[src/rtl/fetch_unit_pkg.sv]
// Shared fetch-stage types: the instruction-queue packet and fetch FSM state.
// No logic here; imported by fetch_unit and fetch_queue.
package rv32i_types;

  typedef struct packed {
    logic [31:0] pc;
    logic [31:0] inst;
    logic        pred_taken;
    logic [31:0] pred_target;
  } fetch_pkt_t;

  typedef enum logic [1:0] {
    IDLE,
    WAIT,
    DISCARD
  } fetch_state_t;

endpackage

[src/rtl/fetch_queue.sv]
// Circular FIFO of fetch packets with synchronous clear; head visible the cycle after push.
// Backpressure: push ignored when full, pop ignored when empty, clear wins over both.
module fetch_queue
  import rv32i_types::*;
#(
  parameter int DEPTH = 8,
  localparam int AW = $clog2(DEPTH)
) (
  input  logic       clk,
  input  logic       rst,
  input  logic       push,
  input  fetch_pkt_t push_dat,
  input  logic       pop,
  input  logic       clear,
  output fetch_pkt_t head_dat,
  output logic       full,
  output logic       empty,
  output logic [AW:0] count
);

  fetch_pkt_t    mem [DEPTH];
  logic [AW-1:0] head;
  logic [AW-1:0] tail;
  logic          do_push;
  logic          do_pop;

  assign empty   = (count == '0);
  assign full    = (count == (AW+1)'(DEPTH));
  assign do_pop  = pop && !empty && !clear;
  assign do_push = push && !full && !clear;

  // Pointers wrap naturally because DEPTH is a power of two.
  always_ff @(posedge clk) begin
    if (rst || clear) begin
      head  <= '0;
      tail  <= '0;
      count <= '0;
    end else begin
      if (do_push) tail <= tail + AW'(1);
      if (do_pop)  head <= head + AW'(1);
      case ({do_push, do_pop})
        2'b10:   count <= count + (AW+1)'(1);
        2'b01:   count <= count - (AW+1)'(1);
        default: count <= count;
      endcase
    end
  end

  always_ff @(posedge clk) begin
    if (do_push && !rst) mem[tail] <= push_dat;
  end

  assign head_dat = empty ? '0 : mem[head];

endmodule

[src/rtl/fetch_unit.sv]
// Fetch PC, BTB lookup and one-outstanding imem reads into an instruction queue (BTB use under FETCH_BTB_EN).
// Response in cycle N visible at the queue head in N+1; issue stalls while the queue is full or a read is outstanding.
module fetch_unit
  import rv32i_types::*;
#(
  parameter logic [31:0] RESET_PC = 32'h1eceb000,
  parameter int          IQ_DEPTH = 8
) (
  input  logic        clk,
  input  logic        rst,
  output logic [31:0] btb_pc,
  input  logic [31:0] btb_next_pc,
  input  logic        btb_taken,
  output logic [31:0] imem_addr,
  output logic [3:0]  imem_rmask,
  input  logic [31:0] imem_rdata,
  input  logic        imem_resp,
  input  logic        redirect_valid,
  input  logic [31:0] redirect_pc,
  input  logic        iq_deq,
  output logic        iq_empty,
  output logic [31:0] iq_pc,
  output logic [31:0] iq_inst,
  output logic [31:0] iq_pred_target,
  output logic        iq_pred_taken
);

  localparam int CW = $clog2(IQ_DEPTH) + 1;

  fetch_state_t  state;
  fetch_state_t  state_nxt;
  logic [31:0]   pc;
  logic [31:0]   pc_nxt;
  logic [31:0]   infl_pc;
  logic [31:0]   infl_tgt;
  logic          infl_taken;
  logic [31:0]   pred_next;
  logic          pred_taken;
  logic          issue;
  logic          push;
  logic          q_full;
  logic          q_empty;
  logic [CW-1:0] q_count;
  fetch_pkt_t    push_pkt;
  fetch_pkt_t    head_pkt;
  logic          unused_ok;

`ifdef FETCH_BTB_EN
  assign pred_next  = btb_next_pc;
  assign pred_taken = btb_taken;
`else
  assign pred_next  = pc + 32'd4;
  assign pred_taken = 1'b0;
`endif

  assign unused_ok = ^{q_full, btb_next_pc, btb_taken};

  always_comb begin
    state_nxt = state;
    pc_nxt    = pc;
    push      = 1'b0;
    issue     = (state == IDLE) && !rst && !redirect_valid && (q_count < CW'(IQ_DEPTH));
    if (redirect_valid) begin
      pc_nxt = redirect_pc;
      // A response landing with the redirect retires the stale read immediately.
      unique case (state)
        IDLE:    state_nxt = IDLE;
        WAIT:    state_nxt = imem_resp ? IDLE : DISCARD;
        DISCARD: state_nxt = imem_resp ? IDLE : DISCARD;
        default: state_nxt = IDLE;
      endcase
    end else begin
      unique case (state)
        IDLE: begin
          if (issue) begin
            state_nxt = WAIT;
            pc_nxt    = pred_next;
          end
        end
        WAIT: begin
          if (imem_resp) begin
            push      = 1'b1;
            state_nxt = IDLE;
          end
        end
        DISCARD: begin
          if (imem_resp) state_nxt = IDLE;
        end
        default: state_nxt = IDLE;
      endcase
    end
  end

  always_ff @(posedge clk) begin
    if (rst) begin
      state <= IDLE;
      pc    <= RESET_PC;
    end else begin
      state <= state_nxt;
      pc    <= pc_nxt;
    end
  end

  always_ff @(posedge clk) begin
    if (rst) begin
      infl_pc    <= '0;
      infl_taken <= 1'b0;
      infl_tgt   <= '0;
    end else if (issue) begin
      infl_pc    <= pc;
      infl_taken <= pred_taken;
      infl_tgt   <= pred_next;
    end
  end

  assign btb_pc     = pc;
  assign imem_addr  = pc;
  assign imem_rmask = issue ? 4'hf : 4'h0;

  assign push_pkt = '{pc: infl_pc, inst: imem_rdata, pred_taken: infl_taken, pred_target: infl_tgt};

  fetch_queue #(
    .DEPTH(IQ_DEPTH)
  ) u_queue (
    .clk      (clk),
    .rst      (rst),
    .push     (push),
    .push_dat (push_pkt),
    .pop      (iq_deq),
    .clear    (redirect_valid),
    .head_dat (head_pkt),
    .full     (q_full),
    .empty    (q_empty),
    .count    (q_count)
  );

  assign iq_empty       = q_empty;
  assign iq_pc          = head_pkt.pc;
  assign iq_inst        = head_pkt.inst;
  assign iq_pred_taken  = head_pkt.pred_taken;
  assign iq_pred_target = head_pkt.pred_target;

endmodule

[config.mk]
export PLATFORM = sky130hd
export DESIGN_NAME = fetch_unit
export DESIGN_NICKNAME = d
export VERILOG_FILES = /design/src/rtl/fetch_unit_pkg.sv /design/src/rtl/fetch_queue.sv /design/src/rtl/fetch_unit.sv
export SDC_FILE = /design/constraint.sdc
export NUM_CORES = 1
export LEC_CHECK = 0
export CAP_MARGIN = 20
export CORE_MARGIN = 1
export CORE_UTILIZATION = 45
export DETAILED_ROUTE_END_ITERATION = 10
export GPL_TIMING_DRIVEN = 0
export MAX_ROUTING_LAYER = met4
export PLACE_DENSITY = 0.65
export SLEW_MARGIN = 30
export SYNTH_ARGS = -nofsm -noshare
export SYNTH_HDL_FRONTEND = slang
export SYNTH_SLANG_ARGS = --single-unit
[constraint.sdc]
create_clock -name clk -period 9.15 [get_ports clk]
set_input_delay 1.83 -clock clk [delete_from_list [all_inputs] [get_ports clk]]
set_output_delay 1.83 -clock clk [all_outputs]
set_load 0.03 [all_outputs]
==> flow_metrics.tcl, run 1 <==
set metrics [dict create \
    status "completed" \
    synthArstFlopShare 0 \
    path_max_fanout 13 \
    syn_nets 1966 \
    setup_slack_ps 2240 \
    port_buffers 232 \
    drive_above_1_share 0.200 \
    criticalPathCategory "in2out" \
    dr_wl_met3_um 5620 \
    dr_total_vias 18300 \
    place_congestion 0.910 \
    cts.sinks 861 \
    wirelength_um 81400 \
    cts_resized 0 \
    finClkSkew_ps 27.0 \
    floorplan.initialDensity 0.454 \
    clock.fmax_mhz 145 \
    holdWs_ps 527 \
    syn_inst 1857 \
    fin_crit_sh 0.756 \
    cts_hold_buf 0 \
    drcViolationCount 0 \
    dp_cells 3116 \
    p_sw_mw 1.66 \
    dp_hpwl_um 55400 \
    crit_required_ps 7320 \
    combPwrFrac 0.036 \
    max_cap_violations 0 \
    yosys.area.top_type_share 0.669 \
    cts_tree "done" \
    highest_layer "met4" \
    switching_share 0.206 \
    rsz0062_at_grt "no" \
    netlist_area_um2 33700 \
    syn2layout_area_growth_pct 22.4 \
    power_density_nw_per_um2 194 \
    postCtsSetupBuffers 0 \
    die_h_um 276 \
    finalCriticalPeriod_ps 6920 \
    holdCritStartpoint "state[1]" \
    finalMaxSlewViolations 0 \
    ant_nets 0 \
    p_seq_frac 0.543 \
    yosys_warnings 0 \
    cp-start-kind "input pin" \
    coreArea_um2 74300 \
    die-width_um 276 \
    synth_seq_area_share 0.734 \
    ir_worst_vdd_mv 0.124 \
    h-tree-depth 3 \
    arrival_ps 5080 \
    synthDistinctLibCells 57 \
    place_ws_ps 2280 \
    grt_max_degree 19 \
    clock-root-buffer "clkbuf_16" \
    internal_power_mw 6.36 \
    viasPerCell 5.60 \
    crit_start "rst" \
    synth_top_cell_by_area "edfxtp_1" \
    drt_iter0_markers 1589 \
    avgRoutedWirePerCell_um 24.9 \
    synth.avg_cell_area_um2 18.2 \
    grt_pass1_wl_um 120000 \
    io-pin-count 268 \
    grt_antenna_before_repair 1 \
    tightest_slew_ps 1000 \
    clkPwrFrac 0.421 \
    m1WireLength_um 33800 \
    cp-end-kind "output pin" \
    relSlewSlack 0.331 \
    clock_latency_ps 630 \
    final_cell_mix "752 x edfxtp_1, 232 x clkdlybuf4s50_1, 188 x mux4_2" \
    synthTopCellsByArea "edfxtp_1 67%, mux4_2 13%, dfxtp_1 6.5%" \
    leakagePower_nw 13.1 \
    synth_edf_count 752 \
    ys.flop_type "edfxtp_1" \
    clk_path_buf_depth 3 \
    wl_met2_um 40200 \
    final_hold_viol_count 0 \
    mostFrequentLayoutCell "edfxtp_1" \
    grt_pass1_vias 18900 \
    num_rows 100 \
    dieArea_um2 76100 \
    clk_pin_slew_worst_paths_ps 60 \
    report.final.setup_viol 0 \
    yosys_register_bits 861 \
    fin_nets 2343 \
    rr_startpoint "u_queue.count[1]" \
    dr.pass1.iters 6 \
    hp-class "reg2reg" \
    final_cells 3273 \
    numCtsBuffers 85 \
    grt_usage 0.224 \
    grt.overflow.total 0 \
]
[synthesized netlist by cell type, types with 3 or more instances]
master    count
a211oi_1     17
a21oi_1      70
and2_1        3
and3_1        5
buf_1        18
buf_2        23
buf_4        41
clkbuf_1     72
dfxtp_1     109
edfxtp_1    752
ha_1          7
inv_1         6
mux2i_1     102
mux4_2      188
nand2_1      96
nand2b_1      4
nand3_1      23
nand4_1      11
nor2_1      159
nor2b_1       3
nor3_1       15
nor4_1        7
o211ai_1      5
o21ai_0      25
o22ai_1       3
or3_1         3
or4b_1        3
xnor2_1      19
xor2_1       30
[worst max-delay path, cell delays in order]
cell	delay (ps)
clkdlybuf4s50_1	500
nor2_1	540
nand2_1	470
inv_2	300
buf_2	280
buf_2	320
buf_4	160
clkdlybuf4s50_1	670
[layer usage]
metal | global-route usage | up-vias
met4 | 0.0623 | 0
met5 | - | -
met1 | 0.298 | 9455
met2 | 0.358 | 731
li1 | - | 8021
met3 | 0.0381 | 120
[power by group through the flow]
| stage | clock network [mW] | registers, mW | logic (mW) |
|---|---|---|---|
| after floorplan | 0 | 4.43 | 0.136 |
| after global placement | 0 | 4.44 | 0.276 |
| after detailed placement | 0 | 4.44 | 0.283 |
| after CTS | 3.43 | 4.36 | 0.285 |
| after global routing | 3.58 | 4.36 | 0.304 |
| final | 3.38 | 4.36 | 0.287 |
[cell families after synthesis]
kind of cell    count (synthesis)  share of synthesized area
simple gates                  347                     0.0465
xor+xnor                       49                     0.0127
other cells                     1                   0.000111
mux                           290                      0.156
fa+ha+maj                       7                    0.00260
flops                         861                      0.734
buf+inv                       165                     0.0240
compound gates                137                     0.0242
[final timing paths]
path,endpoint,slack [ps],cells past startpoint
max,imem_rmask[1],2240,8
min,state[1],530,2
max reg2reg,u_queue.mem[0][63],6090,10
min reg2reg,state[1],530,2
[metrics by stage]
step | instance area, um2 | TNS (ps) | power, mW | util
2_1_floorplan | 33700 | 0 | 4.56 | -
3_3_place_gp | 37300 | -1967350 | 4.71 | 0.502
3_5_place_dp | 38600 | 0 | 4.72 | 0.519
4_1_cts | 41300 | 0 | 8.07 | 0.555
5_1_grt | 41300 | 0 | 8.25 | 0.555
6_report | 41300 | 0 | 8.02 | 0.555
[sequential cells by signal, indices dropped and copies added, names as in the netlist, named ones only]
name / cells
infl_pc: 32
u_queue.tail: 3
state: 2
infl_tgt: 30
u_queue.mem: 752
u_queue.count: 4
btb_pc: 32
u_queue.head: 3
[final cells by class]
| cell class | count | area [um2] |
|---|---|---|
| Clock buffer | 115 | 2320 |
| Inverter | 9 | 33.8 |
| Sequential cell | 861 | 24800 |
| Tap cell | 969 | 1210 |
| Timing Repair Buffer | 290 | 3550 |
| Fill cell | 5801 | 33000 |
| Clock inverter | 41 | 368 |
| Buffer | 156 | 787 |
| Multi-Input combinational cell | 831 | 8230 |
| Antenna cell | 1 | 2.50 |
Note: power is estimated with default switching activity, not from simulation.
==> run 2: changes to the inputs <==
- clock period: 9.15 -> 6 ns (I/O delays scaled with it)
==> run 2 against run 1 <==
Net effect:
- non-clock buffer count unchanged
- worst hold slack better by 4.2 ps
- first-iteration DRC count increased by 2.0%
- largest power group unchanged
- largest cell class unchanged
- global-route usage hardly changed
==> flow_metrics.tcl, run 2 (synthesis gave the netlist of run 1 again) <==
set metrics [dict create \
    postCtsSetupBuffers 0 \
    grt_antenna_before_repair 1 \
    wirelength_um 81300 \
    die-width_um 276 \
    clock.fmax_mhz 176 \
    h-tree-depth 3 \
    clock-root-buffer "clkbuf_16" \
    dieArea_um2 76100 \
    path_cells "clkbuf_1 -> clkbuf_1 -> clkbuf_1 -> mux4_2 -> mux2i_1 -> nor2_1 -> clkdlybuf4s50_1" \
    cp-end-kind "output pin" \
    grt_pass1_vias 18900 \
    slowest_stage "clkbuf_1" \
    final_hold_viol_count 0 \
    fin_nets 2343 \
    coreArea_um2 74300 \
    criticalPathCategory "reg2out" \
    drive_above_1_share 0.201 \
    cts.sinks 861 \
    mostFrequentLayoutCell "edfxtp_1" \
    crit_required_ps 4800 \
    clk_path_buf_depth 3 \
    numCtsBuffers 85 \
    power_mw 12.2 \
    fin_crit_sh 0.947 \
    finalCriticalPeriod_ps 5680 \
    r2r_cells 10 \
    finalMaxSlewViolations 0 \
    floorplan.initialDensity 0.454 \
    power_density_nw_per_um2 296 \
    drt_iter0_markers 1621 \
    finClkSkew_ps 28.7 \
    path_max_fanout 10 \
    ant_nets 0 \
    crit_end "iq_pc[30]" \
    grt_pass1_wl_um 120000 \
    path_delay_family "buffers and inverters" \
    relSlewSlack 0.333 \
    rr_startpoint "u_queue.count[1]" \
    drcViolationCount 0 \
    dr.pass1.iters 5 \
    timing.rr.end "u_queue.mem[0][63]" \
    ir_worst_vdd_mv 0.190 \
    syn2layout_area_growth_pct 22.4 \
    crit_top_cell "clkbuf_1" \
    placed_cell_area_um2 38600 \
    cts_tree "done" \
    clock_latency_ps 630 \
    grt.overflow.total 0 \
    rrSetupSlack_ps 2940 \
    largest_register "u_queue.mem" \
    postLayoutCoreUtil 0.555 \
    tightest_slew_ps 1000 \
    viasPerCell 5.60 \
    io-pin-count 268 \
    max_cap_violations 0 \
    largest_reg_flops 752 \
    timing.critical_path.buf_inv 4 \
    num_rows 100 \
    dr_total_vias 18300 \
    tns_ps 0 \
    cp-start-kind "flop" \
    grt_usage 0.224 \
    stdcell_area_um2 41300 \
    place_congestion 0.910 \
    cp_slowest_stage_delay_ps 670 \
    grt_max_degree 19 \
    hp-class "reg2reg" \
    final_cell_mix "752 x edfxtp_1, 232 x clkdlybuf4s50_1, 188 x mux4_2" \
    avgRoutedWirePerCell_um 24.8 \
    leakagePower_nw 13.1 \
    status "completed" \
    port_buffers 232 \
    dp_hpwl_um 55400 \
    arrival_ps 4480 \
    rsz0062_at_grt "no" \
    report.final.setup_viol 0 \
    die_h_um 276 \
    clk_pin_slew_worst_paths_ps 70 \
    fillers 5799 \
    path_depth 7 \
]
==> run 2: changes by cell type in the layout (fill, tap and decap cells not counted) <==
cell / previous run / this run
clkbuf_1: 91 / 89
clkbuf_2: 9 / 11
==> run 2: how the worst min path moves through the flow <==
stage / slack [ps] / cells past startpoint / to / start
floorplan: 460 / 2 / infl_pc[0] / btb_pc[0]
global placement: 490 / 2 / state[1] / state[1]
detailed placement: 510 / 2 / state[1] / state[1]
CTS: 520 / 2 / state[1] / state[1]
global route: 550 / 2 / infl_pc[1] / btb_pc[1]
finish: 530 / 2 / state[1] / state[1]
==> run 2: final cells by class <==
cell class	instances	area, um2	share of cell area
multi-input cells	831	8230	0.199
plain buffers	156	790	0.0191
clock inverters	41	368	0.00891
clock buffers	115	2320	0.0563
well taps	969	1210	0.0294
inverters	9	33.8	0.000818
diodes	1	2.50	0.0000606
repair buffers	290	3550	0.0861
flip-flops and latches	861	24800	0.600
==> run 2: metal layers <==
layer  share of wire  up-vias  track usage
li1                -     8017            -
met1            0.42     9499        0.298
met2            0.49      704        0.358
met3           0.067      120       0.0381
met4           0.022        0       0.0623
met5               0        -            -
==> run 2: through the flow <==
stage	hold slack [ps]	instances	setup slack, ps
2_1_floorplan	458	1857	-407
3_3_place_gp	493	3058	-5400
3_5_place_dp	512	3116	393
4_1_cts	523	3272	243
5_1_grt	548	3273	105
6_report	531	3273	320
==> run 2: power breakdown <==
part / internal (mW) / total [mW] / switching (mW)
clock network: 2.98 / 5.15 / 2.17
registers: 6.55 / 6.64 / 0.0941
logic: 0.178 / 0.437 / 0.259
==> run 2: timing repair <==
| action | CTS | global route |
|---|---|---|
| hold buffers | 0 | 0 |
| resized for setup | 2 | 0 |
| endpoints found under the setup margin | 1 | 0 |
| endpoints found under the hold margin | 0 | 0 |
==> run 2: tightest hold or removal path: cells and delay by family (launching register included) <==
family / cells / cell delay, ps
buffers and inverters: 1 / 100
flip-flops: 1 / 300
AO/OA/AOI/OAI: 1 / 80
